### config.mk
export PLATFORM = sky130hd
export DESIGN_NAME = cpu_control_unit
export DESIGN_NICKNAME = d
export VERILOG_FILES = /design/src/rtl/cpu_control_unit.sv
export SDC_FILE = /design/constraint.sdc
export NUM_CORES = 1
export LEC_CHECK = 0
export BUFFER_PORTS_ARGS = -buffer_cell sky130_fd_sc_hd__buf_2
export CORE_UTILIZATION = 41
export DETAILED_ROUTE_END_ITERATION = 8
export GPL_TIMING_DRIVEN = 0
export HOLD_SLACK_MARGIN = 0.08
export PLACE_DENSITY = 0.82
export SYNTH_ARGS = -nofsm -noshare
export SYNTH_HDL_FRONTEND = slang
export SYNTH_SLANG_ARGS = --single-unit
### constraint.sdc
create_clock -name clk -period 1.65 [get_ports clk]
set_input_delay 0.2475 -clock clk [delete_from_list [all_inputs] [get_ports clk]]
set_output_delay 0.2475 -clock clk [all_outputs]
set_load 0.05 [all_outputs]
### src/rtl/cpu_control_unit.sv
// cpu_control_unit
//   Multi-cycle sequencer for the 8-bit Von Neumann CPU. A registered phase
//   (RESET/FETCH/DECODE/IMM/EXEC/HALT) together with the latched instruction
//   is decoded combinationally into every datapath control line.
//
// Optional build macro: CPU_INSTR_COUNT_EN
//   Adds the instret output, a saturating retired-instruction counter.
//
// Ports
//   clk        in   system clock, rising edge
//   rst_n      in   asynchronous active-low reset
//   irvalue    in   [7:4] op, [3:2] rd, [1:0] rs
//   zero       in   ALU zero flag (used in EXEC only)
//   negative   in   ALU negative flag (used in EXEC only)
//   irload     out  load IR from memory data bus
//   imload     out  load immediate register from memory data bus
//   pcsel      out  PC source: 0 = PC+1, 1 = imm
//   pcload     out  PC write enable
//   readwrite  out  memory direction: 0 = read, 1 = write
//   dwrite     out  register-file write enable
//   dregsel    out  destination / dbus register select
//   sregsel    out  source / sbus register select
//   aluop      out  00 ADD, 01 SUB, 10 AND, 11 OR
//   regsel     out  write data: 00 aluout, 01 imm, 10 datain, 11 sbus
//   addrsel    out  address: 00 PC, 01 imm, 10 sbus, 11 dbus
//   phase      out  current state encoding
//   halted     out  high in HALT
//   instret    out  retired-instruction count (CPU_INSTR_COUNT_EN only)
module cpu_control_unit #(
    parameter int unsigned STARTUP_CYCLES = 1,
    parameter int unsigned CNT_W          = 16
) (
    input  logic             clk,
    input  logic             rst_n,
    input  logic [7:0]       irvalue,
    input  logic             zero,
    input  logic             negative,
    output logic             irload,
    output logic             imload,
    output logic             pcsel,
    output logic             pcload,
    output logic             readwrite,
    output logic             dwrite,
    output logic [1:0]       dregsel,
    output logic [1:0]       sregsel,
    output logic [1:0]       aluop,
    output logic [1:0]       regsel,
    output logic [1:0]       addrsel,
    output logic [2:0]       phase,
`ifdef CPU_INSTR_COUNT_EN
    output logic [CNT_W-1:0] instret,
`endif
    output logic             halted
);

    typedef enum logic [2:0] {
        ST_RESET  = 3'd0,
        ST_FETCH  = 3'd1,
        ST_DECODE = 3'd2,
        ST_IMM    = 3'd3,
        ST_EXEC   = 3'd4,
        ST_HALT   = 3'd5
    } state_t;

    state_t      r_state;
    state_t      w_next;
    logic [3:0]  r_startup_cnt;
    logic        w_startup_done;
    logic [3:0]  w_op;
    logic [1:0]  w_rd;
    logic [1:0]  w_rs;

    assign w_op           = irvalue[7:4];
    assign w_rd           = irvalue[3:2];
    assign w_rs           = irvalue[1:0];
    assign w_startup_done = (r_startup_cnt == 4'(STARTUP_CYCLES));
    assign phase          = r_state;

    always_ff @(posedge clk or negedge rst_n) begin
        if (!rst_n) begin
            r_state       <= ST_RESET;
            r_startup_cnt <= '0;
        end else begin
            r_state <= w_next;
            // Counts edges spent in RESET; cleared whenever RESET is left so a
            // later re-entry (from an illegal encoding) waits the full time.
            if (r_state == ST_RESET && !w_startup_done)
                r_startup_cnt <= r_startup_cnt + 4'd1;
            else
                r_startup_cnt <= '0;
        end
    end

    always_comb begin
        w_next    = r_state;
        irload    = 1'b0;
        imload    = 1'b0;
        pcsel     = 1'b0;
        pcload    = 1'b0;
        readwrite = 1'b0;
        dwrite    = 1'b0;
        dregsel   = 2'b00;
        sregsel   = 2'b00;
        aluop     = 2'b00;
        regsel    = 2'b00;
        addrsel   = 2'b00;
        halted    = 1'b0;
        case (r_state)
            ST_RESET: begin
                if (w_startup_done) w_next = ST_FETCH;
            end
            ST_FETCH: begin
                irload = 1'b1;
                pcload = 1'b1;
                w_next = ST_DECODE;
            end
            ST_DECODE: begin
                case (w_op)
                    4'hF:                                    w_next = ST_HALT;
                    4'h4, 4'h7, 4'h8, 4'h9, 4'hA, 4'hB, 4'hC: w_next = ST_IMM;
                    default:                                 w_next = ST_EXEC;
                endcase
            end
            ST_IMM: begin
                imload = 1'b1;
                pcload = 1'b1;
                w_next = ST_EXEC;
            end
            ST_EXEC: begin
                w_next = ST_FETCH;
                case (w_op)
                    4'h0, 4'h1, 4'h2, 4'h3: begin
                        aluop   = w_op[1:0];
                        dregsel = w_rd;
                        sregsel = w_rs;
                        dwrite  = 1'b1;
                    end
                    4'h4: begin
                        dregsel = w_rd;
                        regsel  = 2'b01;
                        dwrite  = 1'b1;
                    end
                    4'h5: begin
                        sregsel = w_rs;
                        addrsel = 2'b10;
                        regsel  = 2'b10;
                        dregsel = w_rd;
                        dwrite  = 1'b1;
                    end
                    4'h6: begin
                        sregsel   = w_rs;
                        dregsel   = w_rd;
                        addrsel   = 2'b10;
                        readwrite = 1'b1;
                    end
                    4'h7: begin
                        addrsel = 2'b01;
                        regsel  = 2'b10;
                        dregsel = w_rd;
                        dwrite  = 1'b1;
                    end
                    4'h8: begin
                        addrsel   = 2'b01;
                        dregsel   = w_rd;
                        readwrite = 1'b1;
                    end
                    4'h9: begin
                        pcsel  = 1'b1;
                        pcload = 1'b1;
                    end
                    4'hA: begin
                        pcsel  = 1'b1;
                        pcload = zero;
                    end
                    4'hB: begin
                        pcsel  = 1'b1;
                        pcload = ~zero;
                    end
                    4'hC: begin
                        pcsel  = 1'b1;
                        pcload = negative;
                    end
                    4'hD: begin
                        sregsel = w_rs;
                        dregsel = w_rd;
                        regsel  = 2'b11;
                        dwrite  = 1'b1;
                    end
                    default: ;
                endcase
            end
            ST_HALT: begin
                halted = 1'b1;
            end
            default: w_next = ST_RESET;
        endcase
    end

`ifdef CPU_INSTR_COUNT_EN
    logic w_retire;
    assign w_retire = (r_state == ST_EXEC) ||
                      (r_state == ST_DECODE && w_op == 4'hF);

    always_ff @(posedge clk or negedge rst_n) begin
        if (!rst_n)
            instret <= '0;
        else if (w_retire && instret != '1)
            instret <= instret + 1'b1;
    end
`endif

endmodule
# Yosys cells after proc, flatten, opt, wreduce, memory -nomap -nowiden
# Memories as Yosys holds them, arrays and structs flattened.
# Cells that the tools add are included.
# totals
rom_bits	48
wordCells	65
ff_bits	7
mem_count	1
# mem_list
memory	depth	word_bits	rd	rd_clocked_by_memory_dff	write_ports	line	text
(name not given)	16	3	1	0	0	118	case (w_op)
# op_classes
eq_ne	20
n_reduce_logical	15
addsub	1
muxes	24
n_bitwise	2
# ops
cell	count
$eq A4 B4 Y1 const B	6
$pmux W3 S6	1
$eq A4 B3 Y1 const B	4
$mux W2	8
$reduce_or A10 Y1	1
$reduce_or A2 Y1	5
$mux W1	9
$eq A4 B1 Y1 const B	2
$eq A4 B2 Y1 const B	2
$reduce_or A4 Y1	2
$reduce_or A8 Y1	1
$reduce_or A7 Y1	1
$eq A3 B2 Y1 const B	2
$eq A3 B3 Y1 const B	2
$pmux W2 S3	1
$add A4 B1 Y4 const B	1
$logic_not A4 Y1	1
$mux W4	1
$pmux W1 S4	1
$pmux W2 S2	1
$eq A3 B1 Y1 const B	1
$logic_not A3 Y1	1
$mux W3	1
$ne A2 B2 Y1 const B	1
5 further kinds	6

# Logic depth before layout (Yosys ltp)
# logic_depth
depth_word	4
depth_mapped	6
ltp_nobuf	6

# Least setup slack after synthesis
# OpenSTA, ideal clock, no wires.
# synth_path
kind	reg-to-output
startpoint	register r_state[2], in the netlist phase[2]
endpoint	output addrsel[1]
setup_slack_ps	-1384
arrival_ps	2786
path_stages_with_launch	5
path_buffers	1
t_required_ps	1402
cell_sequence	dfrtp_1 -> inv_1 -> or3_1 -> buf_6 -> nor4_1
# synth_via
elab_chain_len	2
# synth_lines
element	line	text
start: declaration	65	state_t r_state;
start signal: assignment	84	r_state <= w_next;
$eq A3 B3 Y1	108	case (r_state)
$mux W2	108	
end: declaration	48	output logic [1:0] addrsel,
# No other way between the ends.

# Worst setup path in the final report
# layout_path
startpoint	register r_state[1], in the netlist phase[1]
endpoint	output addrsel[1]
# Same word-level chain as after synthesis.

==> impl_metrics.toml <==
[status]
status = "finished with violations"
violations = "design-rule violations, negative setup slack"

[synth]
ys_seq_elements = 7
ys_warn_count = 0
mappedNetlistNets = 111
synthFlopType = "sky130_fd_sc_hd__dfrtp_1"
synth_top_area_cell = "sky130_fd_sc_hd__dfrtp_1"
netlist_instances = 92
syn_area_per_cell_um2 = 7.77
synth_enable_flop_cells = 0
synth_top_area_share_pct = 24.5
postSynth.asyncResetShare_pct = 100
mappedNetlistArea_um2 = 714
post_synth_main_area_contributors = "sky130_fd_sc_hd__dfrtp_1, sky130_fd_sc_hd__ha_1, sky130_fd_sc_hd__nor2_1"
synth.top_cells.by_count = "sky130_fd_sc_hd__nor2_1, sky130_fd_sc_hd__nand2_1, sky130_fd_sc_hd__o21ai_0"
synthMostInstantiatedCell = "sky130_fd_sc_hd__nor2_1"
ys_types = 34
ys_seq_area_share_pct = 24.5

[cts]
cts_max_level = 1
clock_tree.root_cell = "sky130_fd_sc_hd__clkbuf_4"
clock_path_buffers = 2
cts_tree = "done"
clkSinkCount = 7
cts-buffers-inserted = 3
worst_skew_pair.late_latency_ns = 0.25
cts.clk_slew.worst_paths_ns = 0.05

[place]
detailedPlacementHpwl_um = 1350
global_placer_s_final_weighted_congestion = 0.816
buffer_ports.inserted = 31
place.detailed.instances = 139

[layout]
area_growth_pct = 83.4
regArea_um2 = 179
finish.net_count = 153
multi_input_area_um2 = 676
final.fill_count = 66
drive_above_1_share_pct = 57.9
layout_cells_excl_fill = 149
antenna_cells_inserted = 0

[power_and_ir_drop]
power.sequential.fraction_pct = 37.5
comb_power_share_pct = 29.6
power-per-cell-area_mw_per_mm2 = 350
power.ir.vdd_worst_v = 0.000540
net_switching_component_of_the_power_mw = 0.141
power.share.switching_pct = 30.6
internal_power_mw = 0.318
share_clk_of_total_power_pct = 32.9
p_leak_nw = 0.573

[job]
drv_cap = 0

[global_route]
grt_ovf = 0
grt_pass1_vias = 833
grt_util_all_layers_pct = 27.0
grt_max_degree = 11
grt_first_pass_wirelength_um = 3820
antenna_found_initial = 0

[timing]
fmax_mhz = 498
tns_ns = -3.54
report.final.slew_viol_count = 0
normalized_max_slew_margin_pct = 72.9
setup_viols_final = 14
clock-skew-final_ns = 0.00453
rsz0062_at_grt = "yes"
worstMarginPinSlew_ns = 0.404
post-route-worst-setup-slack_ns = -0.359
hold_viol_final = 0
clock_period_minus_final_worst_setup_slack_ns = 2.01
timing.final.crit_share_pct = 122

[critical_path]
setup.worst_path.end_class = "primary output"
crit_type = "flip-flop to primary output"
timing.critical_path.required_ns = 1.40
critPathMaxFanout = 6
ff2ff_setup_slack_ns = 0.30
cp-start-kind = "flip-flop"
critical_path_arrival_ns = 1.76

[route]
detail_route.first_pass.iterations = 6
detail_route.iter0.violations = 22
post_dr_vias_cell = 5.85
drt-met1-wl_um = 943
drt_wl_total_um = 2380
drt.antenna.violating_nets = 0
routed_length_on_met3_um = 127
wl_met2_um = 1210
highest_layer = "met4"
drt-wirelength-per-cell_um = 16.0
via_count = 871
drc_errors = 2

[floorplanning]
design.core.area_mm2 = 0.00156
rows = 14
starting_density_pct = 45.8
die-area_mm2 = 0.00191
num_io_pins = 32
die_y_um = 43.7
fp.dieW_um = 43.7

[worst_hold_path]
hp-class = "primary input to asynchronous set/reset pin"
-- cell families (layout without fill, tap and decap cells) --
kind of cell	count (synthesis)	after routing	synth area share, %
and+or+nand+nor	39	39	28.0
AOI/OAI and AO/OA	21	21	21.2
buffers and inverters	14	55	8.76
adders and majority gates	7	7	12.3
DFF	7	7	24.5
xor gates and xnor gates	2	2	2.45
muxes	2	2	2.80
-- state kept, by name, indices dropped and copies added (netlist names) --
register	cells
phase	3
r_startup_cnt	4
-- layout make-up --
cell class	instances	share of cell area, %
multi-input cells	71	51.6
repair buffers	41	26.8
flip-flops and latches	7	13.7
inverters	7	2.58
clock buffers	4	2.01
plain buffers	3	1.81
well taps	16	1.53
-- per-stage QoR --
step                      hold WS, ns  setup slack, ns  util, %  cell area [um^2]  power (mW)
after floorplan               -0.0481           -0.593        -               812       0.236
after global placement         0.0823           -0.446     63.3               987       0.263
after detailed placement       0.0869           -0.516     63.3               987       0.266
after CTS                       0.348           -0.331     82.0              1280       0.455
after global routing            0.385           -0.427     84.0              1310       0.487
final                           0.361           -0.359     84.0              1310       0.459
-- routing by layer --
metal | up-vias | GRT usage [%]
li1 | 408 | -
met1 | 409 | 32.0
met2 | 42 | 45.7
met3 | 12 | 6.67
met4 | 0 | 12.5
met5 | - | 0
-- power groups by stage --
stage | registers [mW] | clock network [mW] | logic [mW]
2_1_floorplan | 0.175 | 0 | 0.0615
3_3_place_gp | 0.175 | 0 | 0.0881
3_5_place_dp | 0.175 | 0 | 0.0917
4_1_cts | 0.172 | 0.158 | 0.125
5_1_grt | 0.172 | 0.170 | 0.145
6_report | 0.172 | 0.151 | 0.136
-- critical path: stages (launching register included) --
cell	delay, ns
sky130_fd_sc_hd__dfrtp_2	0.43
sky130_fd_sc_hd__or3_1	0.39
sky130_fd_sc_hd__buf_6	0.15
sky130_fd_sc_hd__buf_4	0.15
sky130_fd_sc_hd__nor4_4	0.19
sky130_fd_sc_hd__buf_6	0.20
-- placed cells by master (no fill, tap or decap), types with 2 or more instances in the layout --
master / netlist / routed
sky130_fd_sc_hd__inv_1: 7 / 4
sky130_fd_sc_hd__ha_4: 0 / 4
sky130_fd_sc_hd__and2_4: 0 / 2
sky130_fd_sc_hd__clkbuf_4: 0 / 5
sky130_fd_sc_hd__buf_8: 0 / 5
sky130_fd_sc_hd__nor2_4: 0 / 2
sky130_fd_sc_hd__buf_2: 1 / 18
sky130_fd_sc_hd__o21ai_0: 8 / 7
sky130_fd_sc_hd__nor3_4: 1 / 3
sky130_fd_sc_hd__mux2i_1: 2 / 2
sky130_fd_sc_hd__buf_6: 1 / 10
sky130_fd_sc_hd__a21oi_4: 0 / 3
sky130_fd_sc_hd__nand2_1: 8 / 8
sky130_fd_sc_hd__buf_4: 0 / 7
sky130_fd_sc_hd__ha_1: 7 / 3
sky130_fd_sc_hd__nor2_1: 12 / 10
sky130_fd_sc_hd__dfrtp_1: 7 / 4
sky130_fd_sc_hd__a21oi_1: 5 / 2
sky130_fd_sc_hd__dfrtp_2: 0 / 3
sky130_fd_sc_hd__and3_4: 0 / 2
-- timing repair --
| action | 4_1_cts | 5_1_grt |
|---|---|---|
| pin swaps | 10 | 3 |
| cloned | 0 | 0 |
| hold buffers | 1 | 0 |
| buffers inserted | 7 | 2 |
| gates resized for setup | 55 | 6 |
| hold endpoints to repair | 7 | 0 |
| setup endpoints to repair | 14 | 15 |
-- final timing paths --
check                                 start               end  cells after the start
min                                   rst_n          phase[1]                      2
max in group asynchronous             rst_n          phase[2]                      2
max                                phase[1]        addrsel[1]                      5
min reg2reg                r_startup_cnt[0]  r_startup_cnt[0]                      1
max reg2reg                r_startup_cnt[0]          phase[0]                      4
min in group clk           r_startup_cnt[0]  r_startup_cnt[0]                      1
Power figures use the tool's default switching activity.
